`src/rtl/sdram_cmd_arbiter_if.sv`:
```
// Bundle between host bus adapters, the command arbiter and the SDRAM sequencer.
// The slave modport is the arbiter's view; master is the surrounding environment.
interface sdram_cmd_arbiter_if #(
  parameter int NUM_CH  = 2,
  parameter int PADDR_W = 24,
  parameter int CMD_W   = 3
);
  logic [NUM_CH*CMD_W-1:0]   ch_cmd;
  logic [NUM_CH*PADDR_W-1:0] ch_addr;
  logic [NUM_CH-1:0]         ch_cmdack;
  logic                      cmack;
  logic                      ref_ack;
  logic [PADDR_W-1:0]        caddr;
  logic [2:0]                grant_ch;
  logic                      nop;
  logic                      reada;
  logic                      writea;
  logic                      refresh;
  logic                      precharge;
  logic                      load_mod;
  logic [1:0]                cas_lat;
  logic [1:0]                ras_cas;
  logic [3:0]                ref_dur;
  logic                      page_mod;
  logic [2:0]                bur_len;
  logic                      ref_req;
  logic [3:0]                ref_pend;
  logic                      ref_ovf;

  modport slave (
    input  ch_cmd, ch_addr, cmack, ref_ack,
    output ch_cmdack, caddr, grant_ch, nop, reada, writea, refresh, precharge, load_mod,
    output cas_lat, ras_cas, ref_dur, page_mod, bur_len, ref_req, ref_pend, ref_ovf
  );

  modport master (
    output ch_cmd, ch_addr, cmack, ref_ack,
    input  ch_cmdack, caddr, grant_ch, nop, reada, writea, refresh, precharge, load_mod,
    input  cas_lat, ras_cas, ref_dur, page_mod, bur_len, ref_req, ref_pend, ref_ovf
  );
endinterface

```
`src/rtl/sdram_cmd_arbiter.sv`:
```
// Round-robin SDRAM command arbiter with timing/mode registers and a queued refresh timer.
// Define REF_PRIORITY_EN to stall new grants while the refresh queue is full.
module sdram_cmd_arbiter #(
  parameter int NUM_CH       = 2,
  parameter int PADDR_W      = 24,
  parameter int CMD_W        = 3,
  parameter int REF_CNT_W    = 16,
  parameter int MAX_PEND_REF = 4
) (
  input logic              clk0,
  input logic              reset,
  sdram_cmd_arbiter_if.slave bus
);
  localparam logic [1:0] IDLE  = 2'd0;
  localparam logic [1:0] ISSUE = 2'd1;
  localparam logic [1:0] LOCAL = 2'd2;
  localparam logic [1:0] DONE  = 2'd3;

  localparam logic [CMD_W-1:0] CMD_READA      = CMD_W'(1);
  localparam logic [CMD_W-1:0] CMD_WRITEA     = CMD_W'(2);
  localparam logic [CMD_W-1:0] CMD_REFRESH    = CMD_W'(3);
  localparam logic [CMD_W-1:0] CMD_PRECHARGE  = CMD_W'(4);
  localparam logic [CMD_W-1:0] CMD_LOAD_MODE  = CMD_W'(5);
  localparam logic [CMD_W-1:0] CMD_LOAD_TIME  = CMD_W'(6);
  localparam logic [3:0]       PEND_MAX       = 4'(MAX_PEND_REF);

  logic [1:0]           state_q, state_d;
  logic [CMD_W-1:0]     cmd_q, cmd_d;
  logic [PADDR_W-1:0]   caddr_q, caddr_d;
  logic [2:0]           grant_q, grant_d;
  logic [2:0]           rrPtr_q, rrPtr_d;
  logic [1:0]           casLat_q, casLat_d;
  logic [1:0]           rasCas_q, rasCas_d;
  logic [3:0]           refDur_q, refDur_d;
  logic                 pageMod_q, pageMod_d;
  logic [2:0]           burLen_q, burLen_d;
  logic [REF_CNT_W-1:0] rfCnt_q, rfCnt_d;
  logic [REF_CNT_W-1:0] timer_q, timer_d;
  logic [3:0]           refPend_q, refPend_d;
  logic                 refOvf_q, refOvf_d;

  logic                 hit;
  logic [2:0]           pick;
  logic [2:0]           cand;
  logic [CMD_W-1:0]     selCmd;
  logic [PADDR_W-1:0]   selAddr;
  logic                 grantBlock;
  logic                 loadRf;
  logic                 tick;
  logic                 ackEff;
  logic                 nopS, readaS, writeaS, refreshS, prechargeS, loadModS;

`ifdef REF_PRIORITY_EN
  assign grantBlock = (refPend_q == PEND_MAX);
`else
  assign grantBlock = 1'b0;
`endif

  // Scan starts one past the last winner so every channel gets a turn.
  always_comb begin
    hit  = 1'b0;
    pick = rrPtr_q;
    cand = rrPtr_q;
    for (int k = 1; k <= NUM_CH; k++) begin
      cand = 3'((int'(rrPtr_q) + k) % NUM_CH);
      if (!hit && bus.ch_cmd[cand*CMD_W +: CMD_W] != '0) begin
        hit  = 1'b1;
        pick = cand;
      end
    end
  end

  assign selCmd  = bus.ch_cmd[pick*CMD_W +: CMD_W];
  assign selAddr = bus.ch_addr[pick*PADDR_W +: PADDR_W];

  always_comb begin
    state_d   = state_q;
    cmd_d     = cmd_q;
    caddr_d   = caddr_q;
    grant_d   = grant_q;
    rrPtr_d   = rrPtr_q;
    casLat_d  = casLat_q;
    rasCas_d  = rasCas_q;
    refDur_d  = refDur_q;
    pageMod_d = pageMod_q;
    burLen_d  = burLen_q;
    rfCnt_d   = rfCnt_q;
    loadRf    = 1'b0;
    case (state_q)
      IDLE: begin
        if (hit && !grantBlock) begin
          cmd_d   = selCmd;
          caddr_d = selAddr;
          grant_d = pick;
          rrPtr_d = pick;
          state_d = (selCmd >= CMD_LOAD_TIME) ? LOCAL : ISSUE;
        end
      end
      ISSUE: begin
        if (bus.cmack) state_d = DONE;
      end
      LOCAL: begin
        if (cmd_q == CMD_LOAD_TIME) begin
          casLat_d  = caddr_q[1:0];
          rasCas_d  = caddr_q[3:2];
          refDur_d  = caddr_q[7:4];
          pageMod_d = caddr_q[8];
          burLen_d  = caddr_q[11:9];
        end else begin
          rfCnt_d = caddr_q[REF_CNT_W-1:0];
          loadRf  = 1'b1;
        end
        state_d = DONE;
      end
      default: state_d = IDLE;
    endcase
  end

  // Period equals refresh_count: the tick fires as the count would hit zero.
  always_comb begin
    tick    = 1'b0;
    timer_d = timer_q;
    if (loadRf) begin
      timer_d = caddr_q[REF_CNT_W-1:0];
    end else if (rfCnt_q != '0) begin
      if (timer_q <= REF_CNT_W'(1)) begin
        tick    = 1'b1;
        timer_d = rfCnt_q;
      end else begin
        timer_d = timer_q - REF_CNT_W'(1);
      end
    end
  end

  always_comb begin
    ackEff    = bus.ref_ack && (refPend_q != 4'd0);
    refPend_d = refPend_q;
    refOvf_d  = refOvf_q;
    if (tick && !ackEff) begin
      if (refPend_q == PEND_MAX) refOvf_d = 1'b1;
      else                       refPend_d = refPend_q + 4'd1;
    end else if (!tick && ackEff) begin
      refPend_d = refPend_q - 4'd1;
    end
  end

  always_ff @(posedge clk0) begin
    if (reset) begin
      state_q   <= IDLE;
      cmd_q     <= '0;
      caddr_q   <= '0;
      grant_q   <= 3'd0;
      rrPtr_q   <= 3'(NUM_CH - 1);
      casLat_q  <= 2'd2;
      rasCas_q  <= 2'd2;
      refDur_q  <= 4'd7;
      pageMod_q <= 1'b0;
      burLen_q  <= 3'd0;
      rfCnt_q   <= '0;
      timer_q   <= '0;
      refPend_q <= 4'd0;
      refOvf_q  <= 1'b0;
    end else begin
      state_q   <= state_d;
      cmd_q     <= cmd_d;
      caddr_q   <= caddr_d;
      grant_q   <= grant_d;
      rrPtr_q   <= rrPtr_d;
      casLat_q  <= casLat_d;
      rasCas_q  <= rasCas_d;
      refDur_q  <= refDur_d;
      pageMod_q <= pageMod_d;
      burLen_q  <= burLen_d;
      rfCnt_q   <= rfCnt_d;
      timer_q   <= timer_d;
      refPend_q <= refPend_d;
      refOvf_q  <= refOvf_d;
    end
  end

  always_comb begin
    nopS       = 1'b0;
    readaS     = 1'b0;
    writeaS    = 1'b0;
    refreshS   = 1'b0;
    prechargeS = 1'b0;
    loadModS   = 1'b0;
    if (state_q == ISSUE) begin
      case (cmd_q)
        CMD_READA:     readaS     = 1'b1;
        CMD_WRITEA:    writeaS    = 1'b1;
        CMD_REFRESH:   refreshS   = 1'b1;
        CMD_PRECHARGE: prechargeS = 1'b1;
        CMD_LOAD_MODE: loadModS   = 1'b1;
        default:       nopS       = 1'b1;
      endcase
    end
  end

  assign bus.nop       = nopS;
  assign bus.reada     = readaS;
  assign bus.writea    = writeaS;
  assign bus.refresh   = refreshS;
  assign bus.precharge = prechargeS;
  assign bus.load_mod  = loadModS;
  assign bus.ch_cmdack = (state_q == DONE) ? (NUM_CH'(1) << grant_q) : '0;
  assign bus.caddr     = caddr_q;
  assign bus.grant_ch  = grant_q;
  assign bus.cas_lat   = casLat_q;
  assign bus.ras_cas   = rasCas_q;
  assign bus.ref_dur   = refDur_q;
  assign bus.page_mod  = pageMod_q;
  assign bus.bur_len   = burLen_q;
  assign bus.ref_req   = (refPend_q != 4'd0);
  assign bus.ref_pend  = refPend_q;
  assign bus.ref_ovf   = refOvf_q;
endmodule

```
`src/flat_wrapper.sv`:
```
// flat-port wrapper written by rule: the top's interface ports become plain ports
module sdram_cmd_arbiter_flat 
#(
  parameter int NUM_CH       = 2,
  parameter int PADDR_W      = 24,
  parameter int CMD_W        = 3,
  parameter int REF_CNT_W    = 16,
  parameter int MAX_PEND_REF = 4
)
  (clk0, reset, bus_ch_cmd, bus_ch_addr, bus_cmack, bus_ref_ack, bus_ch_cmdack, bus_caddr, bus_grant_ch, bus_nop, bus_reada, bus_writea, bus_refresh, bus_precharge, bus_load_mod, bus_cas_lat, bus_ras_cas, bus_ref_dur, bus_page_mod, bus_bur_len, bus_ref_req, bus_ref_pend, bus_ref_ovf);
  sdram_cmd_arbiter_if #(.NUM_CH(NUM_CH), .PADDR_W(PADDR_W), .CMD_W(CMD_W)) bus_i ();
  input logic clk0;
  input logic reset;
  input wire logic [$bits(bus_i.ch_cmd)-1:0] bus_ch_cmd;
  input wire logic [$bits(bus_i.ch_addr)-1:0] bus_ch_addr;
  input wire logic [$bits(bus_i.cmack)-1:0] bus_cmack;
  input wire logic [$bits(bus_i.ref_ack)-1:0] bus_ref_ack;
  output wire logic [$bits(bus_i.ch_cmdack)-1:0] bus_ch_cmdack;
  output wire logic [$bits(bus_i.caddr)-1:0] bus_caddr;
  output wire logic [$bits(bus_i.grant_ch)-1:0] bus_grant_ch;
  output wire logic [$bits(bus_i.nop)-1:0] bus_nop;
  output wire logic [$bits(bus_i.reada)-1:0] bus_reada;
  output wire logic [$bits(bus_i.writea)-1:0] bus_writea;
  output wire logic [$bits(bus_i.refresh)-1:0] bus_refresh;
  output wire logic [$bits(bus_i.precharge)-1:0] bus_precharge;
  output wire logic [$bits(bus_i.load_mod)-1:0] bus_load_mod;
  output wire logic [$bits(bus_i.cas_lat)-1:0] bus_cas_lat;
  output wire logic [$bits(bus_i.ras_cas)-1:0] bus_ras_cas;
  output wire logic [$bits(bus_i.ref_dur)-1:0] bus_ref_dur;
  output wire logic [$bits(bus_i.page_mod)-1:0] bus_page_mod;
  output wire logic [$bits(bus_i.bur_len)-1:0] bus_bur_len;
  output wire logic [$bits(bus_i.ref_req)-1:0] bus_ref_req;
  output wire logic [$bits(bus_i.ref_pend)-1:0] bus_ref_pend;
  output wire logic [$bits(bus_i.ref_ovf)-1:0] bus_ref_ovf;
  assign bus_i.ch_cmd = bus_ch_cmd;
  assign bus_i.ch_addr = bus_ch_addr;
  assign bus_i.cmack = bus_cmack;
  assign bus_i.ref_ack = bus_ref_ack;
  assign bus_ch_cmdack = bus_i.ch_cmdack;
  assign bus_caddr = bus_i.caddr;
  assign bus_grant_ch = bus_i.grant_ch;
  assign bus_nop = bus_i.nop;
  assign bus_reada = bus_i.reada;
  assign bus_writea = bus_i.writea;
  assign bus_refresh = bus_i.refresh;
  assign bus_precharge = bus_i.precharge;
  assign bus_load_mod = bus_i.load_mod;
  assign bus_cas_lat = bus_i.cas_lat;
  assign bus_ras_cas = bus_i.ras_cas;
  assign bus_ref_dur = bus_i.ref_dur;
  assign bus_page_mod = bus_i.page_mod;
  assign bus_bur_len = bus_i.bur_len;
  assign bus_ref_req = bus_i.ref_req;
  assign bus_ref_pend = bus_i.ref_pend;
  assign bus_ref_ovf = bus_i.ref_ovf;
  sdram_cmd_arbiter #(.NUM_CH(NUM_CH), .PADDR_W(PADDR_W), .CMD_W(CMD_W), .REF_CNT_W(REF_CNT_W), .MAX_PEND_REF(MAX_PEND_REF)) u_core (.clk0(clk0), .reset(reset), .bus(bus_i));
endmodule
```
`config.mk`:
```
export PLATFORM = sky130hd
export DESIGN_NAME = sdram_cmd_arbiter_flat
export DESIGN_NICKNAME = d
export VERILOG_FILES = /design/src/rtl/sdram_cmd_arbiter_if.sv /design/src/rtl/sdram_cmd_arbiter.sv /design/src/flat_wrapper.sv
export SDC_FILE = /design/constraint.sdc
export NUM_CORES = 1
export LEC_CHECK = 0
export CAP_MARGIN = 20
export CORE_MARGIN = 10
export CORE_UTILIZATION = 49
export DETAILED_ROUTE_END_ITERATION = 8
export GPL_TIMING_DRIVEN = 1
export PLACE_DENSITY = 0.81
export SYNTH_ARGS = -nofsm -noshare
export SYNTH_HDL_FRONTEND = slang
export SYNTH_SLANG_ARGS = --single-unit
```
`constraint.sdc`:
```
create_clock -name clk0 -period 4.9 [get_ports clk0]
set_clock_uncertainty 0.05 [all_clocks]
set_input_delay 0.735 -clock clk0 [delete_from_list [all_inputs] [get_ports clk0]]
set_output_delay 0.735 -clock clk0 [all_outputs]
set_load 0.01 [all_outputs]
```
==> qor.yml, run 1 <==
die:
  start_util_pct: 50.5
  die_h_um: 112
  dieArea_um2: 12500
  core_area_um2: 8220
  num_rows: 33
  num_io_pins: 111
  fp.dieW_um: 112
synthesis:
  synth_cells: 500
  syn-num-nets: 567
  yosysSeqAreaShare_pct: 39.6
  synth_area_per_cell_um2: 8.30
  synth-main-ff-cell: "dfxtp_1"
  synth-seq-cells: 82
  ys_async_sr_fraction_pct: 0
  synth-warning-count: 0
  yosys.cell_types.count: 55
  synth_edf_count: 0
  mappedNetlistArea_um2: 4150
timing:
  period_needed_ns: 3.77
  fmax_mhz: 265
  hold_viol: 0
  setup_tns_ns: 0
  slew_violations: 0
  rsz0062_at_grt: "false"
  post-route-period-util_pct: 76.9
  whs_ns: 0.414
  slew_headroom_pct: 34.8
  worst_pin_slew_ns: 0.975
  setup_violations: 0
cts:
  path_clk_slew_ns: 0.09
  htreeDepth: 3
  clock_path_buffers: 2
  cts_buffers: 9
  cts_setup_buffers: 0
  cts_tree: "yes"
  root_buffer: "clkbuf_8"
  cts_hold_buf: 0
  ctsResizeCount: 0
  clk_latency_ns: 0.35
  cts_sinks: 82
finish:
  synthToLayoutAreaGrowth_pct: 32.8
  antenna_cells: 0
  final_common_cell: "clkdlybuf4s50_1"
  nets: 660
  fillCellCount: 652
  mostFrequentLayoutCells: "clkdlybuf4s50_1 (109), dfxtp_1 (82), nand2_1 (70)"
  final_layout_size_suffix_gt1_share_pct: 5.19
critical_path:
  reg2reg_from: "u_core.timer_q[7]"
  path_class: "reg2reg"
  path_max_fanout: 7
  worstPathRequired_ns: 5.12
  reg2regPathDepth: 9
  startpoint_type: "flip-flop"
  arrival_ns: 3.99
  crit_path_end_kind: "flip-flop"
  reg2reg_to: "u_core.bus.ref_pend[2]"
  r2r_slack_ns: 1.13
detailed_routing:
  postRouteAntennaNets: 0
  first_pass_iters: 5
  first_iter_violations: 177
  post_drt_wl_per_cell_um: 16.9
  via_count: 4020
  drc: 0
  vias_per_cell: 5.73
  routed_wl_mm: 11.9
global_routing:
  grt_pass1_wl_mm: 19.6
  grt_use_total_pct: 18.2
  grt_start_max_net_pins: 59
  grt_pass1_vias: 4079
  overflow: 0
  grt_antenna_before_repair: 0
pwr:
  powerDensity_nw_per_um2: 640
  peakVddDrop_mv: 0.342
  leakage_nw: 2.06
run_status:
  status: "finished, final reports clean"
min_path:
  min_to: "u_core.bus.bur_len[1]"
  holdPathStages: 2
  hp-class: "reg2reg"
  min_from: "u_core.bus.bur_len[1]"
placed_design:
  dp_hpwl_mm: 8.93
  io_buffers: 110
  gp_congestion: 0.927
job:
  drv_cap: 0
stage by stage:
stage | std cells | cell area (um^2) | power [W] | utilization, % | worst slack (ns)
final | 702 | 5510 | 0.00353 | 67.1 | 1.13
after floorplan | 500 | 4150 | 0.00232 | - | 1.40
after global placement | 686 | 5290 | 0.00290 | 64.3 | 1.28
after CTS | 701 | 5490 | 0.00349 | 66.8 | 1.15
after global routing | 702 | 5510 | 0.00377 | 67.1 | 0.969
after detailed placement | 686 | 5290 | 0.00296 | 64.3 | 1.14
cells by family (layout without fill, tap and decap cells):
family | count (synthesis) | count (layout) | synth area share [%]
compound gates | 127 | 127 | 20.3
mux | 33 | 33 | 8.32
fa+ha+maj | 9 | 9 | 2.90
buf+inv | 44 | 141 | 4.01
simple gates | 196 | 196 | 23.0
xor+xnor | 9 | 9 | 1.90
flops | 82 | 82 | 39.6
power by group:
group          leakage [nW]  switching, W  total, W  internal, W
registers             0.673      0.000222   0.00108     0.000862
clock network         0.105      0.000242  0.000523     0.000282
logic                  1.28       0.00107   0.00192     0.000856
total                  2.06       0.00153   0.00353      0.00200
synth_stat cells, drive strengths merged (8+ instances only):
library cell / n / area share, %
a211oi: 29 / 5.2
a21boi: 9 / 1.6
a21oi: 34 / 4.1
clkbuf: 27 / 2.4
dfxtp: 82 / 40
ha: 8 / 2.4
inv: 12 / 1.1
mux2i: 30 / 7.2
nand2: 70 / 6.3
nor2: 52 / 4.7
nor3: 11 / 1.3
nor4: 13 / 2.3
o211ai: 9 / 1.6
o21ai: 13 / 1.6
cell type report:
cell class	instances	area, um^2	share of cell area (%)
multi-input combinational	374	2350	42.6
sequential	82	1640	29.8
timing repair buffer	114	1140	20.7
tap	105	131	2.38
clock buffer	9	124	2.25
clock inverter	6	82.6	1.50
inverter	12	45.0	0.817
flip-flops by register name, indices dropped and copies added, names as in the netlist:
name / cells
u_core.bus.caddr: 24
u_core.rfCnt_q: 16
u_core.timer_q: 16
u_core.bus.ref_dur: 4
u_core.bus.ref_pend: 4
u_core.bus.bur_len: 3
u_core.cmd_q: 3
u_core.rrPtr_q: 3
u_core.bus.cas_lat: 2
u_core.bus.ras_cas: 2
u_core.state_q: 2
u_core.bus.grant_ch: 1
u_core.bus.page_mod: 1
u_core.bus.ref_ovf: 1
per-layer routing:
layer	up-vias	wire length, um	track usage, %	share of wire, %
met3	14	1110	6.60	9.3
met2	156	5770	30.3	49
met1	1855	4820	21.2	41
met5	-	0	0	0
li1	1995	-	-	-
met4	0	169	5.67	1.4
critical path, stage by stage, from the launching register on:
cell	delay (ns)
dfxtp_1	0.35
or4_1	0.66
or4_4	0.61
nor4_4	0.47
nand2_1	0.20
fa_1	0.41
xor2_1	0.22
nor2_1	0.07
mux4_2	0.46
a211oi_1	0.20
worst max path at each step:
stage	slack, ns	startpoint	end	cells after the start
2_1_floorplan	1.40	u_core.timer_q[7]	u_core.bus.ref_pend[2]	10
3_3_place_gp	1.28	u_core.timer_q[7]	u_core.bus.ref_pend[2]	9
3_5_place_dp	1.14	u_core.timer_q[7]	u_core.bus.ref_pend[2]	9
4_1_cts	1.15	u_core.timer_q[7]	u_core.bus.ref_pend[2]	9
5_1_grt	0.97	u_core.timer_q[7]	u_core.bus.ref_pend[2]	9
6_report	1.13	u_core.timer_q[7]	u_core.bus.ref_pend[2]	9
No activity file was read; power rests on OpenSTA's default activity.
==> run 2: changes to the inputs <==
==> constraint.sdc (replaced) <==
create_clock -name clk0 -period 3.8 [get_ports clk0]
set_clock_uncertainty 0.05 [all_clocks]
set_input_delay 0.57 -clock clk0 [delete_from_list [all_inputs] [get_ports clk0]]
set_output_delay 0.57 -clock clk0 [all_outputs]
set_load 0.01 [all_outputs]
==> qor.yml, run 2 (synthesized netlist as in run 1, its figures left out) <==
timing:
  slew_headroom_pct: 43.2
  setup_tns_ns: 0
  rsz0062_at_grt: "false"
  hold_viol: 0
  post-route-period-util_pct: 94.1
  worst_pin_slew_ns: 0.849
  whs_ns: 0.416
  slew_violations: 0
  period_needed_ns: 3.57
  setup_violations: 0
  fin_ws_ns: 0.225
  fmax_mhz: 280
critical_path:
  path_max_fanout: 7
  startpoint_type: "flip-flop"
  worstPathRequired_ns: 4.03
  crit_path_end_kind: "flip-flop"
  path_class: "reg2reg"
  arrival_ns: 3.80
global_routing:
  grt_use_met3_pct: 6.71
  grt_use_total_pct: 18.9
  overflow: 0
  gr-usage-met1_pct: 21.6
  top_usage_layer: "met2"
  met2_usage_pct: 31.4
  grt_pass1_vias: 4123
  grt_antenna_before_repair: 0
  grt_start_max_net_pins: 59
  grt_pass1_wl_mm: 20.2
detailed_routing:
  first_pass_iters: 5
  post_drt_wl_per_cell_um: 17.4
  first_iter_violations: 245
  via_count: 4089
  postRouteAntennaNets: 0
  vias_per_cell: 5.79
  routed_wl_mm: 12.3
  drc: 0
finish:
  synthToLayoutAreaGrowth_pct: 33.5
  mostFrequentLayoutCells: "clkdlybuf4s50_1 (109), dfxtp_1 (82), nand2_1 (70)"
  final_common_cell: "clkdlybuf4s50_1"
  largest_reg_flops: 24
  final_layout_size_suffix_gt1_share_pct: 5.82
  antenna_cells: 0
  nets: 663
  fillCellCount: 663
placed_design:
  io_buffers: 110
  dp_hpwl_mm: 9.08
  place_ws_ns: 0.293
  gp_congestion: 0.932
run_status:
  status: "finished, final reports clean"
die:
  dieArea_um2: 12500
  fp.dieW_um: 112
  num_rows: 33
  core_area_um2: 8220
  num_io_pins: 111
  die_h_um: 112
  start_util_pct: 50.5
cts:
  cts_sinks: 82
  clock_path_buffers: 2
  cts_tree: "yes"
  path_clk_slew_ns: 0.09
  ctsResizeCount: 0
  cts_hold_buf: 0
  htreeDepth: 3
  cts_setup_buffers: 0
  cts_buffers: 9
  clk_latency_ns: 0.36
  root_buffer: "clkbuf_8"
pwr:
  net-switching-power_w: 0.00202
  comb_power_share_pct: 54.8
  power_w: 0.00457
  swShare_pct: 44.2
  peakVddDrop_mv: 0.392
  pwr-share-clk_pct: 14.6
  powerDensity_nw_per_um2: 826
  seq_power_share_pct: 30.5
  leakage_nw: 2.07
  internal_power_w: 0.00255
job:
  drv_cap: 0
min_path:
  hp-class: "reg2reg"
-- run 2: cell count changes in the layout (fill, tap and decap cells not counted) --
cell,previous run,this run
buf_4,3,6
clkinv_2,3,0
clkinv_4,0,3
bufinv_16,2,1
clkbuf_8,9,10
inv_8,0,1
-- run 2: power groups by stage --
stage / logic (W) / clock network (W) / registers (W)
final: 0.00251 / 0.000670 / 0.00140
after global routing: 0.00274 / 0.000710 / 0.00143
after CTS: 0.00246 / 0.000678 / 0.00139
after detailed placement: 0.00244 / 0 / 0.00140
after global placement: 0.00237 / 0 / 0.00139
after floorplan: 0.00159 / 0 / 0.00139
-- run 2: path summary, 6_finish.rpt --
kind	startpoint	end	slack, ns	depth (start not counted)
setup / recovery	u_core.timer_q[7]	u_core.bus.ref_pend[2]	0.23	9
hold / removal	u_core.bus.bur_len[2]	u_core.bus.bur_len[2]	0.42	2
setup reg to reg	u_core.timer_q[7]	u_core.bus.ref_pend[2]	0.23	9
hold reg to reg	u_core.bus.bur_len[2]	u_core.bus.bur_len[2]	0.42	2
-- run 2: worst max-delay path, stage by stage (launching register included) --
cell and delay [ns]:
dfxtp_1 0.35, or4_1 0.66, or4_4 0.61, nor4_4 0.31, nand2_1 0.16, fa_1 0.40, xor2_1 0.21, nor2_1 0.06
mux4_2 0.46, a211oi_1 0.21
-- run 2: metrics by stage --
| stage | utilization (%) | std cells | area [um^2] |
|---|---|---|---|
| floorplan | - | 500 | 4150 |
| global placement | 64.6 | 689 | 5310 |
| detailed placement | 64.6 | 689 | 5310 |
| CTS | 67.2 | 705 | 5520 |
| global route | 67.4 | 706 | 5540 |
| finish | 67.4 | 706 | 5540 |
-- run 2: per-layer routing --
layer	vias to the layer above	share of wire, %
li1	1998	-
met2	167	48
met3	26	8.8
met1	1898	41
met5	-	0
met4	0	2.1
-- run 2: layout make-up --
type                    count  area, um^2  area share (%)
multi-input cells         374        2350            42.4
flip-flops and latches     82        1640            29.6
repair buffers            117        1160            21.0
clock buffers              10         138            2.48
well taps                 105         131            2.37
clock inverters             6        75.1            1.36
inverters                  12        45.0           0.813
